File: config.mk
export PLATFORM = sky130hd
export DESIGN_NAME = id_decode_pipe
export DESIGN_NICKNAME = d
export VERILOG_FILES = /design/src/rtl/id_decode_pipe.sv
export SDC_FILE = /design/constraint.sdc
export NUM_CORES = 2
export LEC_CHECK = 0
export CELL_PAD_IN_SITES_DETAIL_PLACEMENT = 0
export CELL_PAD_IN_SITES_GLOBAL_PLACEMENT = 2
export CORE_UTILIZATION = 41
export DETAILED_ROUTE_END_ITERATION = 7
export PLACE_DENSITY_LB_ADDON = 0.1
export SLEW_MARGIN = 30
export SYNTH_ARGS = -nofsm -noshare
export SYNTH_HDL_FRONTEND = slang
export SYNTH_SLANG_ARGS = --single-unit
File: constraint.sdc
create_clock -name clk -period 4 [get_ports clk]
set_input_delay 1.2 -clock clk [delete_from_list [all_inputs] [get_ports clk]]
set_output_delay 1.2 -clock clk [all_outputs]
set_load 0.1 [all_outputs]
File: src/rtl/id_decode_pipe.sv
// rtl/id_decode_pipe.sv - RV32 decode stage: register file, field/immediate decode, one output register
//
// Ports:
//   clk, rst_n                  clock, asynchronous active-low reset
//   flush                       drop held and incoming instruction
//   in_valid/in_ready           fetch handshake; in_instr, in_pc instruction and its PC
//   wb_wen/wb_waddr/wb_wdata    register file write port
//   out_valid/out_ready         execute handshake
//   out_pc, out_src1, out_src2  registered PC and source operands
//   out_imm                     sign-extended immediate
//   out_rd, out_funct3, out_f7b5 destination and function fields
//   out_type                    instruction class (15 = illegal)
//   out_rd_wen, out_illegal     writes a non-zero rd / illegal encoding
module id_decode_pipe #(
    parameter int XLEN      = 32,
    parameter int NREG      = 32,
    parameter int WB_BYPASS = 1,
    localparam int AW       = $clog2(NREG)
) (
    input  logic            clk,
    input  logic            rst_n,
    input  logic            flush,
    input  logic            in_valid,
    output logic            in_ready,
    input  logic [31:0]     in_instr,
    input  logic [XLEN-1:0] in_pc,
    input  logic            wb_wen,
    input  logic [AW-1:0]   wb_waddr,
    input  logic [XLEN-1:0] wb_wdata,
    output logic            out_valid,
    input  logic            out_ready,
    output logic [XLEN-1:0] out_pc,
    output logic [XLEN-1:0] out_src1,
    output logic [XLEN-1:0] out_src2,
    output logic [XLEN-1:0] out_imm,
    output logic [AW-1:0]   out_rd,
    output logic [2:0]      out_funct3,
    output logic            out_f7b5,
    output logic [3:0]      out_type,
    output logic            out_rd_wen,
    output logic            out_illegal
);

    typedef enum logic [3:0] {
        T_OP     = 4'd0,
        T_OPIMM  = 4'd1,
        T_LOAD   = 4'd2,
        T_STORE  = 4'd3,
        T_BRANCH = 4'd4,
        T_JAL    = 4'd5,
        T_JALR   = 4'd6,
        T_LUI    = 4'd7,
        T_AUIPC  = 4'd8,
        T_ILL    = 4'd15
    } itype_t;

    // Register file; entry 0 exists but is never written and never read.
    logic [XLEN-1:0] regs [NREG];

    always_ff @(posedge clk or negedge rst_n) begin
        if (!rst_n) begin
            for (int i = 0; i < NREG; i++) begin
                regs[i] <= '0;
            end
        end else if (wb_wen && wb_waddr != '0) begin
            regs[wb_waddr] <= wb_wdata;
        end
    end

    // Only the low AW bits of each register field address the file.
    logic [AW-1:0] rs1, rs2, rd;
    assign rs1 = in_instr[15 +: AW];
    assign rs2 = in_instr[20 +: AW];
    assign rd  = in_instr[7 +: AW];

    logic [XLEN-1:0] rs1_val, rs2_val;

    always_comb begin
        rs1_val = '0;
        if (rs1 != '0) begin
            if (WB_BYPASS != 0 && wb_wen && wb_waddr == rs1) begin
                rs1_val = wb_wdata;
            end else begin
                rs1_val = regs[rs1];
            end
        end
    end

    always_comb begin
        rs2_val = '0;
        if (rs2 != '0) begin
            if (WB_BYPASS != 0 && wb_wen && wb_waddr == rs2) begin
                rs2_val = wb_wdata;
            end else begin
                rs2_val = regs[rs2];
            end
        end
    end

    itype_t          dec_type;
    logic [31:0]     imm32;
    logic [XLEN-1:0] imm_ext;
    logic            dec_rd_wen;
    logic            uses_rs2;

    always_comb begin
        dec_type = T_ILL;
        if (in_instr[1:0] == 2'b11) begin
            case (in_instr[6:2])
                5'b01100: dec_type = T_OP;
                5'b00100: dec_type = T_OPIMM;
                5'b00000: dec_type = T_LOAD;
                5'b01000: dec_type = T_STORE;
                5'b11000: dec_type = T_BRANCH;
                5'b11011: dec_type = T_JAL;
                5'b11001: dec_type = T_JALR;
                5'b01101: dec_type = T_LUI;
                5'b00101: dec_type = T_AUIPC;
                default:  dec_type = T_ILL;
            endcase
        end
    end

    always_comb begin
        imm32 = '0;
        case (dec_type)
            T_OPIMM, T_LOAD, T_JALR:
                imm32 = {{20{in_instr[31]}}, in_instr[31:20]};
            T_STORE:
                imm32 = {{20{in_instr[31]}}, in_instr[31:25], in_instr[11:7]};
            T_BRANCH:
                imm32 = {{19{in_instr[31]}}, in_instr[31], in_instr[7],
                         in_instr[30:25], in_instr[11:8], 1'b0};
            T_JAL:
                imm32 = {{11{in_instr[31]}}, in_instr[31], in_instr[19:12],
                         in_instr[20], in_instr[30:21], 1'b0};
            T_LUI, T_AUIPC:
                imm32 = {in_instr[31:12], 12'h000};
            default:
                imm32 = '0;
        endcase
    end

    // Widen to XLEN by sign extension of bit 31.
    assign imm_ext = XLEN'($signed(imm32));

    always_comb begin
        dec_rd_wen = 1'b0;
        case (dec_type)
            T_OP, T_OPIMM, T_LOAD, T_JAL, T_JALR, T_LUI, T_AUIPC:
                dec_rd_wen = (rd != '0);
            default:
                dec_rd_wen = 1'b0;
        endcase
    end

    assign uses_rs2 = (dec_type == T_OP) || (dec_type == T_STORE) || (dec_type == T_BRANCH);

    // A load in the output register cannot forward its data yet, so a
    // dependent consumer waits one cycle behind a bubble.
    logic stall;
    assign stall = out_valid && (out_type == T_LOAD) && (out_rd != '0) && in_valid &&
                   ((rs1 == out_rd) || (uses_rs2 && (rs2 == out_rd)));

    assign in_ready = (!out_valid || out_ready) && !stall && !flush;

    logic accept;
    assign accept = in_valid && in_ready;

    always_ff @(posedge clk or negedge rst_n) begin
        if (!rst_n) begin
            out_valid   <= 1'b0;
            out_pc      <= '0;
            out_src1    <= '0;
            out_src2    <= '0;
            out_imm     <= '0;
            out_rd      <= '0;
            out_funct3  <= '0;
            out_f7b5    <= 1'b0;
            out_type    <= '0;
            out_rd_wen  <= 1'b0;
            out_illegal <= 1'b0;
        end else if (flush) begin
            out_valid <= 1'b0;
        end else if (accept) begin
            out_valid   <= 1'b1;
            out_pc      <= in_pc;
            out_src1    <= rs1_val;
            out_src2    <= rs2_val;
            out_imm     <= imm_ext;
            out_rd      <= rd;
            out_funct3  <= in_instr[14:12];
            out_f7b5    <= in_instr[30];
            out_type    <= dec_type;
            out_rd_wen  <= dec_rd_wen;
            out_illegal <= (dec_type == T_ILL);
        end else if (out_ready) begin
            // Drained with nothing new (includes the load-use bubble).
            out_valid <= 1'b0;
        end
    end

endmodule

==> out/metrics.sh <==
DRIVE_ABOVE_1_SHARE_PCT=52.02
WORST_EP_ARRIVAL_TIME_NS=2.84
MULTIINPUTGATEAREA_UM2=30250
POST_ROUTE_ANT_NETS=0
REG2REG_FROM='out_rd[3]$_DFFE_PN0P_'
NUMBER_OF_NETS_IN_THE_LAYOUT=4468
FILLERINSTANCES=12660
DRC=0
DPL_CELL_AREA_UM2=68400
DIE-AREA_UM2=150400
PORT_BUFFERS=251
MIN_PERIOD_OVER_PERIOD_PCT=101.0
POWER_SHARE_OF_THE_SEQUENTIAL_GROUP_PCT=40.9
SWITCHING_SHARE_PCT=31.20
POWER.CLOCK.FRACTION_PCT=33.5
WORST_IR_DROP_VDD_uV=382.3
DETAILEDROUTE.FIRSTITERATIONVIOLATIONS=2876
REGISTER_AREA_UM2=29230
FINAL_AREA_UM2=73150
ANTENNA_DIODE_COUNT=0
MAIN_COMBINATIONAL_CELL_FAMILY_BY_AREA_AFTER_SYNTHESIS='multiplexers'
MAX_FREQ_MHz=247.6
RSZ_0062_RAISED_AFTER_GLOBAL_ROUTING='yes'
I_O_PIN_TOTAL=252
DP_HPWL_UM=132700
SYNTH_COMPOUND_AREA_SHARE_PCT=4.921
ROUTED-VIA-COUNT=39610
CTS_INSERTED_BUFFERS=139
GRT_PASS1_VIAS=41170
SYNTHESIS.AREA_PER_INSTANCE_UM2=14.94
CRITICAL_PATH_CLASS='input port to output port'
SYNTH.LARGEST_AREA_CELL='dfrtp_1'
WORST_SETUP_PATH_END_KIND='output port'
CLOCK_TREE.ROOT_CELL='clkbuf_16'
GLOBALROUTE.TOTALOVERFLOW=0
SYNTH-MAIN-FF-CELL='dfrtp_1'
MAXIMUM_NUMBER_OF_PINS_ON_ONE_NET_BEFORE_GLOBAL_ROUTE_REPAIR=96
CTS-HTREE-LEVELS=4
YS_WARN_COUNT=0
TIMING.SLEW.HEADROOM_PCT=33.49
SYNTH_ADDER_AREA_SHARE_PCT=0.06152
SYNTH.MUX.AREA_FRACTION_PCT=41.42
OUTCOME='finished, violations left'
NUMPLACEDINSTANCES=6143
FIRST_PASS_ITERS=5
SETUP_VIOL_COUNT_FINAL=1
DRT-TOTAL-WL_UM=211800
PLACEMENTROWS=141
FLOORPLAN.CORE_AREA_UM2=147700
FINAL.HOLD.WORST_SLACK_NS=0.3572
POSTSYNTH.ASYNCRESETSHARE_PCT=100.0
TOP_CELL_TYPES_BY_OCCURRENCE_AFTER_SYNTHESIS='1168 x dfrtp_1, 1076 x mux2_2, 480 x mux4_2'
TRITONCTS='done'
SYNTH_ENABLE_FLOP_CELLS=0
HOLDCRITPATHCLASS='input port to async pin'
DIE_HEIGHT_UM=387.8
FIN_TOTAL_PWR_mW=38.46
SYNTH.NET_COUNT=4195
DIE_WIDTH_UM=387.8
SEQ_AREA_FRAC_SYNTH_PCT=47.90
CTS.CLK_SLEW.WORST_PATHS_NS=0.06
FINALMAXSLEWVIOLATIONS=0
MAX-CAP-VIOLATIONS=0
FINAL.SETUP_SKEW_NS=0.03585
CTS_NUM_SINKS=1168
WORST_R2R_DST='out_f7b5$_DFFE_PN0P_'
SIMPLE_GATE_PORTION_OF_THE_SYNTHESIZED_AREA_PCT=2.233
WORST-R2R-CELL-COUNT=7
CP_DATA_REQUIRED_TIME_NS=2.80
YS_TYPES=57
FLOORPLAN.INITIALDENSITY_PCT=41.32
VIOLATIONS='setup timing'
CLOCKBUFFERDEPTH=3
ROUTABILITYCONGESTION=0.8059
POSTLAYOUTSETUPSLACKWORST_NS=-0.03928
YOSYS.AREA_SHARE.XOR_XNOR_PCT=0.2871
NETLIST.AREA_LEADER.SHARE_PCT=47.90
FINAL-HOLD-VIOLATION-COUNT=0
GRTUSAGETOTAL_PCT=28.45
R2R_SETUP_SLACK_NS=1.35
GRT_FIRST_PASS_WIRELENGTH_UM=310000
SYNTHESIS.INSTANCES=4085
TIMING.CRITICAL_PATH.FANOUT_MAX=4
INTERNAL-POWER_mW=26.46
POST-PLACE-WS_NS=-0.5612
YOSYSMOSTFREQUENTCELL='dfrtp_1'
POST_SYNTH_MAIN_AREA_CONTRIBUTORS='dfrtp_1 48%, mux2_2 20%, mux4_2 18%, mux2i_1 2.8%, clkbuf_1 1.9%'
ANTENNA_FOUND_INITIAL=6
CRITPATHLAUNCHTYPE='input port'
STDCELL_COUNT=6392
LAYOUT-AREA-OVERHEAD-VS-SYNTH_PCT=19.88
LEAKAGEPOWER_nW=31.82
CLKLATENCYLATEPIN_NS=0.79
POST_SYNTH_INSTANCE_AREA_UM2=61020
ROUTED_VIA_DENSITY=6.196
FINAL_CRITICAL_PERIOD_NS=4.039
POWER.DENSITY_nW_PER_UM2=525.7
NET-SWITCHING-POWER_mW=12.00
COMB_POWER_SHARE_PCT=25.5
YS_FF_LATCH=1168
WORST_PIN_SLEW_NS=0.9945
WL_PER_CELL_UM=33.13
==> layer usage <==
| layer | wire length, µm | track usage, % | up-vias |
|---|---|---|---|
| met5 | 0 | 0 | - |
| met4 | 4979 | 7.403 | 0 |
| met3 | 9374 | 3.739 | 270 |
| met2 | 101500 | 45.61 | 1037 |
| met1 | 95930 | 40.75 | 21930 |
| li1 | - | - | 16370 |
==> flip-flops by register name (all words and copies together), names as in the netlist, 3 cells and up <==
signal / count
out_type: 4
out_funct3: 3
out_imm: 32
out_src1: 32
out_rd: 5
out_src2: 32
out_pc: 32
regs: 1024
==> cell families after synthesis <==
group | count (synthesis)
muxes | 1769
DFF | 1168
buffers and inverters | 476
AOI/OAI and AO/OA | 402
and+or+nand+nor | 247
xor gates and xnor gates | 20
adders and majority gates | 3
==> worst max-delay path by stage <==
stage	from	endpoint	slack, ns	cells after the start
3_5_place_dp	in_instr[2]	in_ready	-0.56	9
2_1_floorplan	in_instr[3]	in_ready	-0.37	9
4_1_cts	in_instr[3]	in_ready	-0.17	11
3_3_place_gp	in_instr[3]	in_ready	-0.64	11
6_report	in_instr[4]	in_ready	-0.04	9
5_1_grt	in_instr[3]	in_ready	-0.09	10
==> critical path, stage by stage <==
cell and delay, ns:
buf_6 0.10, buf_6 0.11, mux2i_4 0.18, or3_4 0.35, a211oi_4 0.28, o2111ai_2 0.19, a21oi_4 0.19, nor3_4 0.06
buf_12 0.17
==> cell type report <==
cell class	count	share of cell area, %
flip-flops and latches	1168	39.96
clock inverters	30	0.4054
inverters	14	0.09921
multi-input cells	2441	41.36
well taps	1930	3.301
repair buffers	594	8.962
clock buffers	215	5.913
==> repair_timing <==
| action | in CTS | in global routing |
|---|---|---|
| gates resized for setup | 32 | 15 |
| hold buffers | 0 | 0 |
| buffers inserted | 2 | 3 |
| setup endpoints to repair | 1 | 1 |
| pin swaps | 10 | 8 |
| hold endpoints to repair | 0 | 0 |
==> power by group through the flow <==
stage | logic (mW) | clock network [mW] | registers, mW
floorplan | 5.17 | 0 | 17.5
global placement | 9.75 | 0 | 15.8
detailed placement | 9.85 | 0 | 15.9
CTS | 9.89 | 13.2 | 15.7
global route | 10.4 | 13.6 | 16.0
finish | 9.81 | 12.9 | 15.7
==> layout by cell type (no fill, tap or decap), types with 19 or more instances in the layout <==
cell	netlist	routed
mux4_2	480	480
clkbuf_1	304	30
buf_4	1	295
a211oi_1	93	93
clkinv_2	0	19
buf_12	0	132
dfrtp_1	1168	1168
mux2i_1	170	169
o221ai_1	32	32
a21oi_1	50	48
nand4_1	25	25
a211o_1	33	33
a22oi_1	58	58
a32o_1	24	24
clkbuf_16	0	148
clkbuf_8	0	38
o22ai_1	32	32
nand2_1	64	48
mux2_4	43	43
mux2_2	1076	1076
clkdlybuf4s50_1	0	152
nor2b_1	70	66
==> stage by stage <==
| step | utilization (%) | setup TNS, ns |
|---|---|---|
| 2_1_floorplan | - | -0.3692 |
| 3_3_place_gp | 46.32 | -30.71 |
| 3_5_place_dp | 46.32 | -21.13 |
| 4_1_cts | 49.50 | -0.1714 |
| 5_1_grt | 49.54 | -0.08980 |
| 6_report | 49.54 | -0.03928 |
No activity file was read; power rests on OpenSTA's default activity.
